### src/rtl/rect_fetch_pkg.sv
// Shared types for rect_fetch_ctrl: FSM states, tuple layout and round-robin pick.
// Pure declarations; no latency or backpressure of its own.
package rect_fetch_pkg;

    typedef enum logic [1:0] {
        IDLE  = 2'd0,
        FETCH = 2'd1,
        DRAIN = 2'd2,
        RESP  = 2'd3
    } state_t;

    localparam int RECT_WORDS  = 4;
    localparam int RECT_W_DATA = 5;

    localparam int X = 0;
    localparam int Y = 1;
    localparam int W = 2;
    localparam int H = 3;

    typedef struct packed {
        logic [RECT_W_DATA-1:0] x;
        logic [RECT_W_DATA-1:0] y;
        logic [RECT_W_DATA-1:0] w;
        logic [RECT_W_DATA-1:0] h;
    } rect_t;

    // On a tie the requester that did not win last time gets the grant.
    function automatic logic [1:0] rr_pick(input logic [1:0] req, input logic last);
        logic [1:0] g;
        g = req;
        if (req == 2'b11)
            g = last ? 2'b01 : 2'b10;
        return g;
    endfunction

endpackage

### src/rtl/rect_fetch_ctrl_rr_arb2.sv
// Two-way round-robin arbiter: one-hot grant is combinational from req, last winner registered.
// Zero latency; advance is the accept pulse, so an unaccepted grant does not rotate priority.
module rr_arb2
    import rect_fetch_pkg::*;
(
    input  logic       clk,
    input  logic       rst,
    input  logic [1:0] req,
    input  logic       advance,
    output logic [1:0] grant,
    output logic       last_grant
);

    always_comb begin
        grant = rr_pick(req, last_grant);
    end

    // Reset to 1 so requester 0 wins the first tie.
    always_ff @(posedge clk or posedge rst) begin
        if (rst)
            last_grant <= 1'b1;
        else if (advance)
            last_grant <= grant[1];
    end

endmodule

### src/rtl/rect_fetch_ctrl.sv
// Arbitrates two requesters onto one ROM, reads 4 words per feature and returns (x,y,w,h) 5 edges after accept.
// Response stalls on rsp_ready low with no new accepts; RECT_FETCH_BOUNDS_EN adds an out-of-range error path.
module rect_fetch_ctrl
    import rect_fetch_pkg::*;
#(
    parameter int W_DATA = 5,
    parameter int W_ADDR = 14,
    parameter int W_FEAT = 12,
    parameter int N_FEAT = 52
) (
    input  logic                  clk,
    input  logic                  rst,
    input  logic [1:0]            req_valid,
    output logic [1:0]            req_ready,
    input  logic [2*W_FEAT-1:0]   req_feat,
    output logic                  rsp_valid,
    input  logic                  rsp_ready,
    output logic                  rsp_id,
    output logic [W_DATA-1:0]     rsp_x,
    output logic [W_DATA-1:0]     rsp_y,
    output logic [W_DATA-1:0]     rsp_w,
    output logic [W_DATA-1:0]     rsp_h,
    output logic                  rom_en,
    output logic [W_ADDR-1:0]     rom_addr,
    input  logic [W_DATA-1:0]     rom_data
`ifdef RECT_FETCH_BOUNDS_EN
    ,
    output logic                  rsp_err
`endif
);

    state_t                           state;
    logic [1:0]                       cnt;
    logic [W_ADDR-1:0]                base;
    logic                             id;
    logic [RECT_WORDS-1:0][W_DATA-1:0] fields;

    logic [1:0]        grant;
    logic              last_grant;
    logic              accept;
    logic              acc_id;
    logic [W_FEAT-1:0] acc_feat;

    rr_arb2 u_arb (
        .clk        (clk),
        .rst        (rst),
        .req        (req_valid),
        .advance    (accept),
        .grant      (grant),
        .last_grant (last_grant)
    );

    always_comb begin
        req_ready = '0;
        if (state == IDLE && !rst)
            req_ready = grant;
        accept   = |(req_valid & req_ready);
        acc_id   = grant[1];
        acc_feat = req_feat[acc_id*W_FEAT +: W_FEAT];
    end

    always_comb begin
        rom_en   = 1'b0;
        rom_addr = '0;
        if (state == FETCH) begin
            rom_en   = 1'b1;
            rom_addr = base + W_ADDR'(cnt);
        end
    end

    assign rsp_id = id;
    assign rsp_x  = fields[X];
    assign rsp_y  = fields[Y];
    assign rsp_w  = fields[W];
    assign rsp_h  = fields[H];

    always_ff @(posedge clk or posedge rst) begin
        if (rst) begin
            state     <= IDLE;
            cnt       <= '0;
            base      <= '0;
            id        <= 1'b0;
            fields    <= '0;
            rsp_valid <= 1'b0;
`ifdef RECT_FETCH_BOUNDS_EN
            rsp_err   <= 1'b0;
`endif
        end else begin
            case (state)
                IDLE: begin
                    if (accept) begin
                        id   <= acc_id;
                        base <= {acc_feat, 2'b00};
                        cnt  <= '0;
`ifdef RECT_FETCH_BOUNDS_EN
                        if (acc_feat >= W_FEAT'(N_FEAT)) begin
                            fields    <= '0;
                            rsp_err   <= 1'b1;
                            rsp_valid <= 1'b1;
                            state     <= RESP;
                        end else begin
                            rsp_err <= 1'b0;
                            state   <= FETCH;
                        end
`else
                        state <= FETCH;
`endif
                    end
                end
                FETCH: begin
                    // Data for address cnt-1 is on rom_data now.
                    cnt <= cnt + 2'd1;
                    if (cnt != 2'd0)
                        fields[cnt - 2'd1] <= rom_data;
                    if (cnt == 2'd3)
                        state <= DRAIN;
                end
                DRAIN: begin
                    fields[H] <= rom_data;
                    rsp_valid <= 1'b1;
                    state     <= RESP;
                end
                RESP: begin
                    if (rsp_ready) begin
                        rsp_valid <= 1'b0;
                        state     <= IDLE;
                    end
                end
                default: state <= IDLE;
            endcase
        end
    end

endmodule

### config.mk
export PLATFORM = sky130hd
export DESIGN_NAME = rect_fetch_ctrl
export DESIGN_NICKNAME = d
export VERILOG_FILES = /design/src/rtl/rect_fetch_pkg.sv /design/src/rtl/rect_fetch_ctrl_rr_arb2.sv /design/src/rtl/rect_fetch_ctrl.sv
export SDC_FILE = /design/constraint.sdc
export NUM_CORES = 1
export LEC_CHECK = 0
export CAP_MARGIN = 20
export CORE_MARGIN = 4
export CORE_UTILIZATION = 49
export CTS_BUF_LIST = sky130_fd_sc_hd__clkbuf_2
export DETAILED_ROUTE_END_ITERATION = 16
export GPL_TIMING_DRIVEN = 1
export PLACE_DENSITY = 0.95
export SYNTH_ARGS = -nofsm -noshare
export SYNTH_HDL_FRONTEND = slang
export SYNTH_SLANG_ARGS = --single-unit
### constraint.sdc
create_clock -name clk -period 2.9 [get_ports clk]
set_input_delay 0.58 -clock clk [delete_from_list [all_inputs] [get_ports clk]]
set_output_delay 0.58 -clock clk [all_outputs]
set_load 0.005 [all_outputs]
# == Yosys cells after proc, flatten, opt, wreduce, memory -nomap -nowiden ==
# Cells that the tools add are included.
# word_totals
reg_bits,39
in_bits,34
# op_classes
bitwise_logic,1
order_cmp,2
eq_ne,9
n_mul,1
shift,1
addsub,3
n_mux,18
n_reduce_logical,15
# op_table
cell,n
$shiftx 24x6->12,1
$bwmux 20,1
$mux 20,1
$add 14x2->14,1
$mux 14,1
$mux 2,7
$demux 5 s2,1
$pmux 5 s2,1
$reduce_and 2->1,5
$eq 2x2->1 const B,4
$pmux 2 s4,1
$reduce_bool 2->1,4
$mux 5,1
$ne 2x1->1 const B,2
$ne 2x2->1 const B,2
$pmux 2 s2,1
$lt 2x3->1 const B,1
$mul 1x2->3 const B,1
$reduce_and 3->1,1
$add 2x1->2 const B,1
$and 2x2->2,1
$eq 2x1->1 const B,1
$ge 2x1->1 const B,1
$logic_and 1x1->1,2
other kinds (6),7

# == Depth between registers and ports, before layout ==
# depth
depth_word,8
ltp_mapped,7

# == Cells and area by module ==
# From an unflattened synthesis, not the netlist that was laid out.
# unflattened
cells_unflattened,166
hier_area_um2,2104.5
# by_module_without_submodules
module,cells_per_inst,seq_area_each_um2,area_per_inst_um2,n_inst
rect_fetch_ctrl,160,950.9,2037.0,1
rr_arb2,6,26.3,67.6,1

# == Worst setup path after synthesis ==
# OpenSTA, ideal clock, no wires.
# synth_path
path_type,reg2out
from,reg state[0]
to,out req_ready[0]
t_required_ns,2.320
arrival_time_ns,1.211
path_slack_ns,1.109
path_stages_with_launch,7
cell_sequence,dfrtp_1 inv_1 ha_1 inv_1 nor2_1 nand2_1 a21oi_1
# synth_between
elab_chain_cells,3
# synth_lines
item,line_no,rtl
start: declaration,rect_fetch_ctrl.sv:32,state_t state;
start signal: assignment,rect_fetch_ctrl.sv:79,state <= IDLE;
start signal: assignment,rect_fetch_ctrl.sv:106,state <= FETCH;
start signal: assignment,rect_fetch_ctrl.sv:116,state <= DRAIN;
$logic_not 2->1,rect_fetch_ctrl.sv:55,if (state == IDLE && !rst)
$logic_and 1x1->1,rect_fetch_ctrl.sv:55,
$mux 2,rect_fetch_ctrl.sv:55,
end: declaration,rect_fetch_ctrl.sv:14,"output logic [1:0] req_ready,"
# No other way between the ends.

# == Worst setup path in the final report ==
# layout_path
from,reg state[1]
to,out req_ready[0]
# The elaborated chain is that of the path after synthesis.

==> metrics.cfg <==
[global_route]
grt_pass1_vias = 1574
grtUsageTotal_pct = 19.1
antenna_found_initial = 0
grt_start_max_net_pins = 26
grt_pass1_wl_microns = 7490
overflow = 0

[routing]
detail_route.vias_per_cell = 5.10
ant_nets = 0
firstDrtPassIters = 4
drt_wl_total_microns = 4570
drt-initial-drc-count = 70
vias = 1549
detail_route.wl_per_cell_microns = 15.0
drc_errors = 0

[finish]
final_cell_mix = clkdlybuf4s50_1, dfrtp_1, a21oi_1
antenna_cells = 0
multi_input_area_sq_um = 925
ff_latch_area_sq_um = 977
nFillCells = 273
instances_no_fill = 304
mostFrequentLayoutCell = clkdlybuf4s50_1
drive_above_1_share_pct = 15.6
syn_to_final_growth_pct = 44.2
finalNetCount = 300
design_area_sq_um = 2830

[placement]
post-place-ws_ns = 0.261
placed_area_sq_um = 2750
numPortBuffers = 72
dpl.hpwl_microns = 3610
dp.cells = 296
place_congestion = 0.791

[floorplan]
dieArea_sq_um = 5070
die_h_microns = 71.2
die_w_microns = 71.2
top_level_ports = 73
start_util_pct = 52.0
rows = 22
coreArea_sq_um = 3770

[sta]
clock_skew_ns = 0.0129
slew_headroom_pct = 63.0
setup_viol = 0
tightest_slew_ns = 0.554
finalCritPeriodShare_pct = 94.5
slew_violations = 0
timing.fmax_ghz = 0.365
fin_crit_ns = 2.74
worst_slack_ns = 0.161
rsz0062_at_grt = no
setup_tns_ns = 0
finalHoldViolCount = 0

[power]
seqPwrFrac_pct = 35.1
p_int_mw = 1.84
swShare_pct = 34.5
irDropWorstVdd_v = 0.000489
power_frac_comb_pct = 53.5
p_leak_nw = 1.24
power_density_nw_per_um2 = 997
switchingPower_uw = 972
pwr-share-clk_pct = 11.4
p_total_mw = 2.82

[clock_tree]
cts_htree_levels = 2
cts_root_buffer = clkbuf_2
clock_path_buffers = 2
clkSlewWorstSetupHoldPaths_ns = 0.20
cts.sinks = 39
hold_buffers = 0
cts_made_buffers = 5
cts_tree = done
clk_latency_ns = 0.39
cts_setup_buffers = 0

[yosys]
syn_area_per_cell_sq_um = 11.1
yosysSeqAreaShare_pct = 49.9
synth_edf_count = 0
async_flop_share_pct = 100
synth_top_area_share_pct = 48.5
yosys.area.top_type = dfrtp_1
ys_warn_count = 0
synthCells = 176
synthesis.nets = 221
synthFlopType = dfrtp_1
synthDistinctLibCells = 28
ys_ff_latch = 39
yosys-top-cells-area = dfrtp_1, mux2_2, ha_1, mux2i_1, a21oi_1
syn_area_sq_um = 1960

[critical_path]
cp_max_fo = 4
crit_required_ns = 2.32
critPathCaptureType = output pin
arrival_ns = 2.16
start_kind = register
path_class = reg -> out

[hold_path]
hold_path_class = reg -> reg

[outcome]
status = completed

[run]
cap_violations = 0

[timing repair]
action	CTS	global route
setup endpoints to repair	1	1
resized for setup	1	3
hold endpoints to repair	0	0
[cell usage after synthesis, drive strengths merged (2+ instances only)]
library cell / number
dfrtp: 38
nor2: 22
a21oi: 20
mux2: 16
mux2i: 13
and2: 12
ha: 11
inv: 11
o22ai: 11
nand2: 7
buf: 3
a21o: 2
clkbuf: 2
o21ai: 2
[state kept, by name (all words and copies together) (netlist names)]
name and cells:
base 12, cnt 2, rsp_h 5, rsp_id 1
rsp_valid 1, rsp_w 5, rsp_x 5, rsp_y 5
state 2, u_arb.last_grant 1
[power by group through the flow]
| stage | Clock (mW) | Combinational [mW] | Sequential [mW] |
|---|---|---|---|
| global route | 0.350 | 1.66 | 1.03 |
| finish | 0.320 | 1.51 | 0.990 |
| detailed placement | 0 | 1.49 | 1.01 |
| global placement | 0 | 1.44 | 0.986 |
| floorplan | 0 | 0.763 | 0.986 |
| CTS | 0.327 | 1.50 | 0.991 |
[worst paths after layout]
check | start | to | slack (ns) | cells after the start
max in group asynchronous | rst | rsp_y[4]$_DFFE_PP0P_ | 1.47 | 3
min in group asynchronous | rst | base[6]$_DFFE_PP0P_ | 0.70 | 2
worst max-delay path | state[1]$_DFFE_PP0P_ | req_ready[0] | 0.16 | 7
worst min register to register | rsp_w[1]$_DFFE_PP0P_ | rsp_w[1]$_DFFE_PP0P_ | 0.53 | 1
worst min-delay path | rsp_w[1]$_DFFE_PP0P_ | rsp_w[1]$_DFFE_PP0P_ | 0.53 | 1
worst max register to register | state[1]$_DFFE_PP0P_ | rsp_y[4]$_DFFE_PP0P_ | 1.06 | 7
[kinds of logic (layout without fill, tap and decap cells)]
family | after synthesis | in the layout | synth area share, %
AO/OA/AOI/OAI | 39 | 39 | 12.5
adder cells (fa/ha/maj) | 11 | 11 | 7.02
buffers and inverters | 16 | 96 | 3.70
flip-flops | 39 | 39 | 49.9
multiplexers | 29 | 29 | 16.0
AND/OR/NAND/NOR | 42 | 42 | 10.9
[metal layers]
layer  routed length (microns)  track usage (%)  vias up
met3                       462             7.15        7
met2                      2220             31.6       59
li1                          -                -      766
met4                        62             6.26        0
met1                      1830             23.0      717
met5                         0                0        -
[through the flow]
step | hold WS (ns) | util, %
after floorplan | 0.474 | -
after global placement | 0.471 | 72.8
after detailed placement | 0.492 | 72.8
after CTS | 0.532 | 74.6
after global routing | 0.540 | 74.9
final | 0.532 | 74.9
[critical path: stages, from the launching register on]
cell and delay (ns):
dfrtp_1 0.46, inv_1 0.15, ha_4 0.19, inv_1 0.08, nor2_2 0.17, nand2_1 0.10
a21oi_1 0.11, clkdlybuf4s50_1 0.51
[area by class of cell]
class | instances | area share, %
clock buffer | 5 | 0.886
clock inverter | 3 | 1.37
inverter | 11 | 1.46
multi-input combinational | 121 | 32.7
sequential | 39 | 34.6
tap | 48 | 2.13
timing repair buffer | 77 | 26.8
Note: power is estimated with default switching activity, not from simulation.
